## src/rtl/fifo_ctrl_pkg.sv

```systemverilog
// rtl/fifo_ctrl_pkg.sv - shared opcodes and occupancy states for the FIFO controller
package fifo_ctrl_pkg;

  localparam logic [1:0] RW_IDLE  = 2'b00;
  localparam logic [1:0] RW_WRITE = 2'b01;
  localparam logic [1:0] RW_READ  = 2'b10;
  localparam logic [1:0] RW_RDWR  = 2'b11;

  typedef enum logic [1:0] {
    S_EMPTY  = 2'd0,
    S_ACTIVE = 2'd1,
    S_FULL   = 2'd2
  } state_e;

endpackage

```

## src/rtl/fifo_ptr.sv

```systemverilog
// rtl/fifo_ptr.sv - AW-bit wrapping pointer with increment enable and synchronous clear
module fifo_ptr
  import fifo_ctrl_pkg::*;
#(
  parameter int AW = 3
) (
  input  logic          i_clk,
  input  logic          i_reset,
  input  logic          i_clr,
  input  logic          i_inc,
  output logic [AW-1:0] o_ptr
);

  logic [AW-1:0] r_ptr;

  // Natural overflow of the AW-bit register gives the modulo-2^AW wrap.
  always_ff @(posedge i_clk or negedge i_reset) begin
    if (!i_reset) begin
      r_ptr <= '0;
    end else if (i_clr) begin
      r_ptr <= '0;
    end else if (i_inc) begin
      r_ptr <= r_ptr + 1'b1;
    end
  end

  assign o_ptr = r_ptr;

endmodule

```

## src/rtl/fifo_ctrl.sv

```systemverilog
// rtl/fifo_ctrl.sv - pointer, occupancy and flag sequencing that turns a two-port RAM into a FIFO
module fifo_ctrl
  import fifo_ctrl_pkg::*;
#(
  parameter int AW        = 3,
  parameter int AF_THRESH = 6,
  parameter int AE_THRESH = 1
) (
  input  logic          i_clk,
  input  logic          i_reset,
  input  logic          i_push,
  input  logic          i_pop,
  input  logic          i_flush,
  output logic [AW-1:0] o_ram_addrw,
  output logic [AW-1:0] o_ram_addrr,
  output logic [1:0]    o_ram_rw,
  output logic          o_rd_valid,
  output logic [AW:0]   o_count,
  output logic          o_full,
  output logic          o_empty,
  output logic          o_almost_full,
  output logic          o_almost_empty,
  output logic          o_overflow,
  output logic          o_underflow
);

  localparam int CW = AW + 1;
  localparam logic [AW:0] DEPTH = CW'(1 << AW);
  localparam logic [AW:0] AF_LVL = CW'(AF_THRESH);
  localparam logic [AW:0] AE_LVL = CW'(AE_THRESH);

  logic          w_pop_ok;
  logic          w_push_ok;
  logic          w_push_only;
  logic          w_pop_only;
  logic          w_empty;
  logic          w_full;
  logic [AW-1:0] w_wptr;
  logic [AW-1:0] w_rptr;
  logic [AW:0]   r_count;
  logic          r_rd_valid;
  logic          r_overflow;
  logic          r_underflow;
  state_e        r_state;
  state_e        w_state_nxt;

  // A push on full is only legal when the same-cycle pop frees the slot it overwrites.
  assign w_pop_ok    = i_pop & ~w_empty & ~i_flush;
  assign w_push_ok   = i_push & ~i_flush & (~w_full | w_pop_ok);
  assign w_push_only = w_push_ok & ~w_pop_ok;
  assign w_pop_only  = w_pop_ok & ~w_push_ok;

  fifo_ptr #(.AW(AW)) u_wptr (
    .i_clk   (i_clk),
    .i_reset (i_reset),
    .i_clr   (i_flush),
    .i_inc   (w_push_ok),
    .o_ptr   (w_wptr)
  );

  fifo_ptr #(.AW(AW)) u_rptr (
    .i_clk   (i_clk),
    .i_reset (i_reset),
    .i_clr   (i_flush),
    .i_inc   (w_pop_ok),
    .o_ptr   (w_rptr)
  );

  always_ff @(posedge i_clk or negedge i_reset) begin
    if (!i_reset) begin
      r_count     <= '0;
      r_rd_valid  <= 1'b0;
      r_overflow  <= 1'b0;
      r_underflow <= 1'b0;
    end else begin
      if (i_flush) begin
        r_count <= '0;
      end else if (w_push_only) begin
        r_count <= r_count + 1'b1;
      end else if (w_pop_only) begin
        r_count <= r_count - 1'b1;
      end
      r_rd_valid  <= w_pop_ok;
      r_overflow  <= i_push & ~w_push_ok & ~i_flush;
      r_underflow <= i_pop & ~w_pop_ok & ~i_flush;
    end
  end

  always_ff @(posedge i_clk or negedge i_reset) begin
    if (!i_reset) begin
      r_state <= S_EMPTY;
    end else begin
      r_state <= w_state_nxt;
    end
  end

  always_comb begin
    w_state_nxt = r_state;
    if (i_flush) begin
      w_state_nxt = S_EMPTY;
    end else begin
      case (r_state)
        S_EMPTY: begin
          if (w_push_only) w_state_nxt = S_ACTIVE;
        end
        S_ACTIVE: begin
          if (w_push_only && (r_count == DEPTH - 1'b1)) w_state_nxt = S_FULL;
          else if (w_pop_only && (r_count == CW'(1))) w_state_nxt = S_EMPTY;
        end
        S_FULL: begin
          if (w_pop_only) w_state_nxt = S_ACTIVE;
        end
        default: w_state_nxt = S_EMPTY;
      endcase
    end
  end

  always_comb begin
    w_empty = 1'b0;
    w_full  = 1'b0;
    case (r_state)
      S_EMPTY: w_empty = 1'b1;
      S_FULL:  w_full  = 1'b1;
      default: begin
        w_empty = 1'b0;
        w_full  = 1'b0;
      end
    endcase
  end

  // Reset gates the command asynchronously so the RAM sees idle before its own sync reset lands.
  assign o_ram_rw       = i_reset ? {w_pop_ok, w_push_ok} : RW_IDLE;
  assign o_ram_addrw    = w_wptr;
  assign o_ram_addrr    = w_rptr;
  assign o_rd_valid     = r_rd_valid;
  assign o_count        = r_count;
  assign o_full         = w_full;
  assign o_empty        = w_empty;
  assign o_almost_full  = (r_count >= AF_LVL);
  assign o_almost_empty = (r_count <= AE_LVL);
  assign o_overflow     = r_overflow;
  assign o_underflow    = r_underflow;

endmodule

```

## config.mk

```make
export PLATFORM = sky130hd
export DESIGN_NAME = fifo_ctrl
export DESIGN_NICKNAME = d
export VERILOG_FILES = /design/src/rtl/fifo_ctrl_pkg.sv /design/src/rtl/fifo_ptr.sv /design/src/rtl/fifo_ctrl.sv
export SDC_FILE = /design/constraint.sdc
export NUM_CORES = 1
export LEC_CHECK = 0
export ABC_AREA = 1
export BUFFER_PORTS_ARGS = -buffer_cell sky130_fd_sc_hd__buf_2
export CORE_UTILIZATION = 55
export DETAILED_ROUTE_END_ITERATION = 8
export PLACE_DENSITY_LB_ADDON = 0.15
export RECOVER_POWER = 50
export SETUP_SLACK_MARGIN = 0.1
export SLEW_MARGIN = 15
export SYNTH_ARGS = -nofsm -noshare
export SYNTH_HDL_FRONTEND = slang
export SYNTH_HIERARCHICAL = 1
export SYNTH_SLANG_ARGS = --single-unit
```

## constraint.sdc

```tcl
create_clock -name i_clk -period 2.8 [get_ports i_clk]
set_input_delay 0.28 -clock i_clk [delete_from_list [all_inputs] [get_ports i_clk]]
set_output_delay 0.28 -clock i_clk [all_outputs]
set_load 0.05 [all_outputs]
```

==> flow_summary.yaml, run 1 <==
grt:
  grt_pass1_vias: 840
  gr-total-overflow: 0
  antenna_found_initial: 0
  grt_pass1_wl_um: 3460
  grt.total_usage_pct: 24.7
  grt_max_degree: 17
synth:
  yosysTopAreaCell: "dfrtp_1"
  synth_top_family_by_area: "simple AND/OR/NAND/NOR gates"
  synthAdderAreaFrac_pct: 8.08
  synth_area_per_cell_um2: 7.62
  synth-simple-area-share_pct: 34.9
  synthesis.area_um2: 930
  yosys_warnings: 6
  ys_ff_latch: 15
  synth_cell_types: 22
  synth_compound_area_share_pct: 6.19
  synth_xor_area_share_pct: 1.88
  synth_mux_area_share_pct: 0
  synth_cells: 122
  synth_nets: 133
  yosysSeqAreaShare_pct: 40.4
  synthTopCellsByArea: "dfrtp_1 40%, nand2_1 9.3%, ha_1 8.1%"
  yosys.area.top_type_share_pct: 40.4
power:
  powerDensity_nw_per_um2: 757
  ir_worst_vdd_mv: 0.520
  p_leak_uw: 0.000617
placement:
  port_buffers: 23
  gp_congestion: 0.811
  dpl_worst_slack_ns: 0.904
  dp.cells: 159
  dp_hpwl_um: 1500
clock_tree:
  htreeDepth: 1
  cts_tree: "done"
  cts.clk_slew.worst_paths_ns: 0.09
  postCtsResizedCells: 0
  clock_sinks: 15
  clockBufferDepth: 2
  cts_setup_buffers: 0
  insertion_delay_ns: 0.29
  clockRootBuffer: "clkbuf_4"
  numCtsBuffers: 3
route:
  wl_per_cell_um: 12.5
  drc: 0
  drtAntennaViolNets: 0
  wirelength_um: 2050
  vias_per_cell: 5.50
  first_iter_violations: 22
  firstDrtPassIters: 5
  vias: 902
layout:
  antenna_cells: 0
  final_cell_mix: "25 x nand2_1, 19 x buf_2, 16 x nor2_1, 16 x inv_1"
  n_fill_cell: 143
  final_cells: 164
  drive_gt1_share_pct: 19.6
  utilization_pct: 69.7
  mostFrequentLayoutCell: "nand2_1"
  fin_nets: 160
  area_growth_pct: 15.6
status:
  status: "completed"
setup_path:
  regToRegEndpoint: "o_count[0]"
  r2r_start: "r_state[0]"
  critPathCaptureType: "primary output"
  cp.required_ns: 2.52
  cpMaxStageDelayCell: "clkbuf_1"
  worstSetupPathType: "in2out"
  crit_start: "i_reset"
  max_stage_delay_ns: 0.63
  crit_fanout: 16
  worst_ep_arrival_time_ns: 1.95
  cp_cell_sequence: "dlygate4sd3_1, clkbuf_1, inv_1, nor2_1, buf_2"
  startpoint_type: "input pin"
  r2r_slack_ns: 1.20
  rr_worst_depth: 8
sta:
  max_freq_ghz: 0.448
  fin_crit_ns: 2.23
  setup_viol: 0
  finClkSkew_ns: 0.00347
  rsz0062_at_grt: "false"
  finalHoldViolCount: 0
  slew_headroom_pct: 44.3
  worst_slack_ns: 0.570
  setup-tns-final_ns: 0
  maxSlewViolCount: 0
  period_share_pct: 79.7
  worstMarginPinSlew_ns: 0.835
  hold_slack_ns: 0.267
floorplanning:
  core_area_um2: 1540
  die_h_um: 43.1
  start_util_pct: 60.3
  rows: 14
  fp.dieW_um: 43.1
  die_area_um2: 1860
  ioPinCount: 24
min_path:
  min_path_type: "in2reg"
  whs_endpoint: "o_underflow"
  min_path_cells: 3
  worstHoldStart: "i_pop"
flow_run:
  drv_cap: 0
## state kept, by name (all words and copies together) (netlist names)
signal	cells
o_count	4
u_rptr/o_ptr	3
r_state	2
u_wptr/o_ptr	3
o_overflow	1
o_rd_valid	1
o_underflow	1
## critical path, delay by kind of cell
family                 cells  cell delay [ns]
buffers and inverters      4             1.55
AND/OR/NAND/NOR            1             0.12
## cells in the mapped netlist
cell type / number
nand3_4: 1
nand3_2: 1
nand2_2: 2
inv_1: 14
o21ai_1: 6
a21oi_1: 3
nor2_1: 15
o21ai_0: 1
nand2_4: 1
dfrtp_1: 15
ha_1: 6
nor3_1: 1
inv_2: 5
or2_1: 1
xnor2_1: 2
buf_2: 1
nor2_2: 2
nand3_1: 15
o211ai_1: 1
buf_1: 1
nand4_1: 5
nand2_1: 23
## cell type report
cell class | count | area (µm²) | area share, %
Tap cell | 16 | 20.0 | 1.86
Clock buffer | 4 | 26.3 | 2.44
Sequential cell | 15 | 375 | 34.9
Multi-Input combinational cell | 86 | 462 | 43.0
Inverter | 19 | 71.3 | 6.64
Timing Repair Buffer | 24 | 120 | 11.2
## per-layer routing
layer	vias to the layer above	GRT usage [%]	share of wire [%]
li1	444	-	-
met1	419	29.9	44
met2	35	43.0	49
met3	4	3.83	5.2
met4	0	9.70	1.1
met5	-	0	0
## per-stage QoR
step | instance area [µm²] | total power, µW
after detailed placement | 1060 | 691
after CTS | 1090 | 819
after global routing | 1070 | 859
after floorplan | 930 | 606
after global placement | 1060 | 681
final | 1070 | 813
## where the power goes
| group | switching [µW] | leakage (µW) | internal (µW) |
|---|---|---|---|
| clock | 69.4 | 0.0000150 | 55.4 |
| sequential | 48.4 | 0.000201 | 244 |
| combinational | 292 | 0.000401 | 104 |
## how the worst max path moves through the flow
stage / depth (start not counted) / endpoint
2_1_floorplan: 5 / o_ram_rw[0]
3_3_place_gp: 7 / o_ram_rw[0]
3_5_place_dp: 7 / o_ram_rw[0]
4_1_cts: 6 / o_ram_rw[0]
5_1_grt: 5 / o_ram_rw[1]
6_report: 5 / o_ram_rw[1]
## repair_timing
item,4_1_cts,5_1_grt
hold endpoints to repair,15,0
setup endpoints to repair,0,0
hold buffers,1,0
## kinds of logic (layout without fill, tap and decap cells)
family / after synthesis / in the layout
AND/OR/NAND/NOR: 67 / 67
buffers and inverters: 21 / 47
flip-flops: 15 / 15
AO/OA/AOI/OAI: 11 / 11
adder cells (fa/ha/maj): 6 / 6
XOR/XNOR: 2 / 2
Power figures use the tool's default switching activity.
==> inputs of run 2 (changes only) <==
ABC_AREA = 0   (was 1)
CORE_UTILIZATION = 46   (was 55)
clock period = 1.85 ns   (was 2.8 ns; I/O delays follow)
==> run 2 against run 1 <==
Critical path depth unchanged. Power is 8.8% higher. Hold slack got worse by 0.12 ns. Core utilization down 7.3 points. Via count decreased by 16%. Register-to-register slack got worse by 0.99 ns. First-iteration DRC count up 23%. Clock-buffer cell count is 1 lower. Synthesized cell count is 25% lower. Area after synthesis decreased by 2.8%. Worst setup slack got worse by 0.40 ns. Sequential share of layout area fell by 1.1 points.
==> flow_summary.yaml, run 2 <==
clock_tree:
  clock_sinks: 15
  numCtsBuffers: 3
  insertion_delay_ns: 0.29
  htreeDepth: 1
  clockRootBuffer: "clkbuf_4"
  cts.clk_slew.worst_paths_ns: 0.11
  clockBufferDepth: 2
  cts_setup_buffers: 0
  cts_tree: "done"
setup_path:
  rr_worst_depth: 4
  startpoint_type: "flop"
  worstSetupPathType: "reg2out"
  crit_path_end: "o_ram_rw[0]"
  regToRegEndpoint: "o_count[2]"
  crit_start: "r_state[0]"
  r2r_start: "r_state[0]"
  worst_ep_arrival_time_ns: 1.49
  cp_cell_sequence: "nand2b_1, nor2_1, nor2_1, and2_1, clkbuf_4"
  max_stage_delay_ns: 0.44
  cpMaxStageDelayCell: "dfrtp_1"
  crit_fanout: 6
  critPathCaptureType: "primary output"
  cpMostUsedCell: "nor2_1"
  r2r_slack_ns: 0.21
  cp.required_ns: 1.66
sta:
  period_share_pct: 90.7
  setup_viol: 0
  rsz0062_at_grt: "false"
  worstMarginPinSlew_ns: 0.599
  maxSlewViolCount: 0
  max_freq_ghz: 0.596
  setup-tns-final_ns: 0
  slew_headroom_pct: 60.3
  finalHoldViolCount: 0
  finClkSkew_ns: 0.00998
  fin_crit_ns: 1.68
synth:
  synth_cell_types: 30
  synthTopCellsByArea: "dfrtp_1 42%, ha_1 8.3%, nor2_1 5.0%"
  yosysSeqAreaShare_pct: 41.6
  synth_most_common_cell: "dfrtp_1"
  synth_cells: 92
  synth_area_per_cell_um2: 9.82
  yosys_warnings: 6
  synthesis.area_um2: 903
  synth_nets: 103
  ys_ff_latch: 15
  synth-async-reset-ratio_pct: 100
  synthFlopType: "dfrtp_1"
  yosysTopAreaCell: "dfrtp_1"
  yosys.area.top_type_share_pct: 41.6
  ys_top_cells_by_count: "15 x dfrtp_1, 12 x nor2_1, 6 x ha_1"
  synth_edf_count: 0
power:
  pwr-share-seq_pct: 42.9
  power_frac_clock_pct: 22.6
  netSwitchingPower_uw: 360
  p_comb_share_pct: 34.5
  internal_power_uw: 524
  swShare_pct: 40.8
  p_leak_uw: 0.000536
  ir_worst_vdd_mv: 0.503
  powerDensity_nw_per_um2: 795
layout:
  final_cell_mix: "14 x buf_2, 14 x dfrtp_1, 11 x nor2_1"
  largest_reg_flops: 4
  drive_gt1_share_pct: 27.3
  fin_nets: 133
  area_growth_pct: 23.1
  utilization_pct: 62.4
  antenna_cells: 0
grt:
  gr-total-overflow: 0
  grt_pass1_wl_um: 2950
  antenna_found_initial: 0
  grt_max_degree: 18
  grt.total_usage_pct: 19.6
  grt_pass1_vias: 651
route:
  vias_per_cell: 5.22
  vias: 762
  wl_per_cell_um: 12.7
  firstDrtPassIters: 4
  wirelength_um: 1850
  drc: 0
  drtAntennaViolNets: 0
  first_iter_violations: 27
floorplanning:
  rows: 15
  core_area_um2: 1780
  fp.dieW_um: 46.3
  die_area_um2: 2150
  die_h_um: 46.3
  start_util_pct: 50.7
  ioPinCount: 24
min_path:
  min_path_type: "in2reg"
status:
  status: "completed"
placement:
  port_buffers: 23
  dp_hpwl_um: 1340
  gp_congestion: 0.827
flow_run:
  drv_cap: 0
run 2: cell types whose count changed after synthesis, sizes merged, moves of 5 or more:
| cell | change |
|---|---|
| inv | -15 |
| nand2 | -24 |
| nand2b | +5 |
| nand3 | -14 |
| nand4 | -5 |
| nor2 | -5 |
run 2: repair_timing:
item,in CTS,in global routing
endpoints found under the setup margin,1,4
hold buffers,1,0
hold endpoints to repair,15,0
resized for setup,2,8
run 2: worst min-delay path by stage:
stage	startpoint	end	slack (ns)	cells past startpoint
6_report	i_pop	o_overflow	0.14	2
5_1_grt	i_pop	o_overflow	0.15	2
4_1_cts	i_pop	o_overflow	0.14	2
3_5_place_dp	i_reset	u_wptr/o_ptr[2]	0.12	1
3_3_place_gp	i_reset	u_wptr/o_ptr[2]	0.11	1
2_1_floorplan	i_reset	o_count[0]	-0.11	0
run 2: cell type report:
| class | instances | area (µm²) |
|---|---|---|
| Clock buffer | 3 | 22.5 |
| Clock inverter | 1 | 7.51 |
| Fill cell | 167 | 671 |
| Inverter | 4 | 17.5 |
| Multi-Input combinational cell | 72 | 517 |
| Sequential cell | 15 | 377 |
| Tap cell | 25 | 31.3 |
| Timing Repair Buffer | 26 | 140 |
run 2: cells by family (layout without fill, tap and decap cells):
logic type | count (synthesis) | in the layout | synth area share, %
AND/OR/NAND/NOR | 40 | 40 | 23.5
AO/OA/AOI/OAI | 16 | 16 | 13.2
flip-flops | 15 | 15 | 41.6
multiplexers | 8 | 8 | 9.42
adder cells (fa/ha/maj) | 6 | 6 | 8.31
buffers and inverters | 5 | 34 | 2.08
XOR/XNOR | 2 | 2 | 1.94
run 2: critical path, delay by kind of cell (launching register included):
family                 cells  cell delay, ns
AND/OR/NAND/NOR            4            0.57
flip-flops                 1            0.44
buffers and inverters      1            0.20
run 2: per-stage QoR:
step	area, µm²	setup WS [ns]	std cells	power [µW]	hold WS, ns
after global placement	1060	0.260	141	681	0.112
final	1110	0.172	146	884	0.144
after global routing	1110	0.0720	146	936	0.148
after CTS	1110	0.123	146	892	0.136
after detailed placement	1060	0.226	141	685	0.120
after floorplan	903	0.181	92	608	-0.111
run 2: power by group through the flow:
stage / Clock (µW) / Sequential, µW / Combinational, µW
5_1_grt: 223 / 384 / 329
4_1_cts: 208 / 378 / 305
3_3_place_gp: 0 / 384 / 297
6_report: 200 / 379 / 305
3_5_place_dp: 0 / 385 / 300
2_1_floorplan: 0 / 447 / 162
run 2: per-layer routing:
metal	global-route usage, %	vias up	wire (µm)
met4	7.06	0	21
met2	29.4	27	828
met3	3.53	2	68
met1	28.0	351	931
met5	0	-	0
li1	-	382	-
==> inputs of run 3 (changes only) <==
PLACE_DENSITY = 0.74   (was unset)
PLACE_DENSITY_LB_ADDON = unset   (was 0.15)
==> run 3 against run 2 <==
Sequential power about the same. Design area down 0.90%. Core utilization down 0.56 points. Global-route usage down 0.90 points. First-iteration DRC count down 63%. Power down 1.8%. Maximum frequency down 1.4%. Clock power down 6%. Die area unchanged. Routed wire length down 3.2%. Critical endpoint is now o_ram_rw[1]. Largest power group unchanged.
==> flow_summary.yaml, run 3 (same netlist as run 2, synthesis figures left out) <==
sta:
  rsz0062_at_grt: "true"
  finalHoldViolCount: 0
  worstMarginPinSlew_ns: 0.601
  finClkSkew_ns: 0.00918
  worst_slack_ns: 0.148
  max_freq_ghz: 0.587
  setup-tns-final_ns: 0
  hold_slack_ns: 0.168
  slew_headroom_pct: 60.1
  fin_crit_ns: 1.70
  setup_viol: 0
  period_share_pct: 92.0
  maxSlewViolCount: 0
min_path:
  min_path_type: "in2reg"
  min_path_cells: 2
  whs_endpoint: "o_overflow"
  worstHoldStart: "i_pop"
clock_tree:
  clock_sinks: 15
  cts_tree: "done"
  clockRootBuffer: "clkbuf_4"
  clockBufferDepth: 2
  numCtsBuffers: 3
  cts.clk_slew.worst_paths_ns: 0.09
  insertion_delay_ns: 0.29
  htreeDepth: 1
power:
  power.total_uw: 868
  p_leak_uw: 0.000537
  powerDensity_nw_per_um2: 787
  ir_worst_vdd_mv: 0.515
setup_path:
  startpoint_type: "flop"
  r2r_start: "r_state[0]"
  max_stage_delay_ns: 0.45
  worst_ep_arrival_time_ns: 1.52
  cp.required_ns: 1.66
  rr_worst_depth: 4
  crit_start: "r_state[1]"
  critPathCaptureType: "primary output"
  cpMaxStageDelayCell: "dfrtp_1"
  cp_cell_sequence: "or2_4, inv_2, nor2_4, and2_1, buf_4"
  regToRegEndpoint: "o_count[3]"
  crit_fanout: 7
  r2r_slack_ns: 0.24
  worstSetupPathType: "reg2out"
route:
  firstDrtPassIters: 4
  vias_per_cell: 5.09
  first_iter_violations: 10
  wl_per_cell_um: 12.3
  vias: 743
  drtAntennaViolNets: 0
  wirelength_um: 1790
  drc: 0
floorplanning:
  core_area_um2: 1780
  fp.dieW_um: 46.3
  start_util_pct: 50.7
  ioPinCount: 24
  die_area_um2: 2150
  rows: 15
  die_h_um: 46.3
layout:
  area_growth_pct: 22.0
  final_cell_mix: "15 x buf_2, 15 x dfrtp_1, 11 x nor2_1"
  utilization_pct: 61.8
  antenna_cells: 0
  drive_gt1_share_pct: 25.6
  fin_nets: 133
  largest_reg_flops: 4
grt:
  grt.total_usage_pct: 18.7
  grt_max_degree: 18
  antenna_found_initial: 0
  gr-total-overflow: 0
  grt_pass1_wl_um: 2790
  grt_pass1_vias: 640
placement:
  dpl_worst_slack_ns: 0.238
  gp_congestion: 0.806
  port_buffers: 23
  dp_hpwl_um: 1340
status:
  status: "completed"
flow_run:
  drv_cap: 0
==> run 3: cell types whose count changed in the layout (fill, tap and decap cells not counted), sizes merged <==
cell / delta
buf: +1
clkinvlp: -1
==> run 3: through the flow <==
stage          instances  area (µm²)
2_1_floorplan         92         903
3_3_place_gp         141        1060
3_5_place_dp         141        1060
4_1_cts              146        1100
5_1_grt              146        1100
6_report             146        1100
==> run 3: critical path, delay by kind of cell (launching register included) <==
kind / cells / cell delay (ns)
buffers and inverters: 2 / 0.27
flip-flops: 1 / 0.45
AND/OR/NAND/NOR: 3 / 0.51
==> run 3: final cells by class <==
cell class              instances  area [µm²]
clock buffers                   4        26.3
fillers                       170         681
inverters                       4        15.0
multi-input cells              72         517
flip-flops and latches         15         375
well taps                      25        31.3
repair buffers                 26         138
==> run 3: metal layers <==
metal / routed length [µm] / track usage, % / vias to the layer above
met5: 0 / 0 / -
met4: 30 / 8.82 / 0
met3: 67 / 3.53 / 4
met2: 823 / 28.6 / 14
met1: 867 / 25.3 / 347
li1: - / - / 378
==> run 3: power breakdown <==
part | switching [µW] | internal, µW | total, µW
Sequential | 29.5 | 348 | 378
Clock | 104 | 83.8 | 188
Combinational | 210 | 92.4 | 302
==> run 3: what timing repair did <==
item / in CTS / in global routing
resized for setup: 2 / 3
cloned: 0 / 0
setup buffers: 0 / 0
hold buffers: 1 / 0
setup endpoints to repair: 1 / 2
endpoints found under the hold margin: 15 / 0
==> run 3: worst max path at each step <==
stage                    endpoint  slack [ns]
CTS                   o_ram_rw[1]        0.11
detailed placement     o_count[3]        0.24
global route          o_ram_rw[1]        0.08
floorplan           o_almost_full        0.18
finish                o_ram_rw[1]        0.15
global placement       o_count[3]        0.27
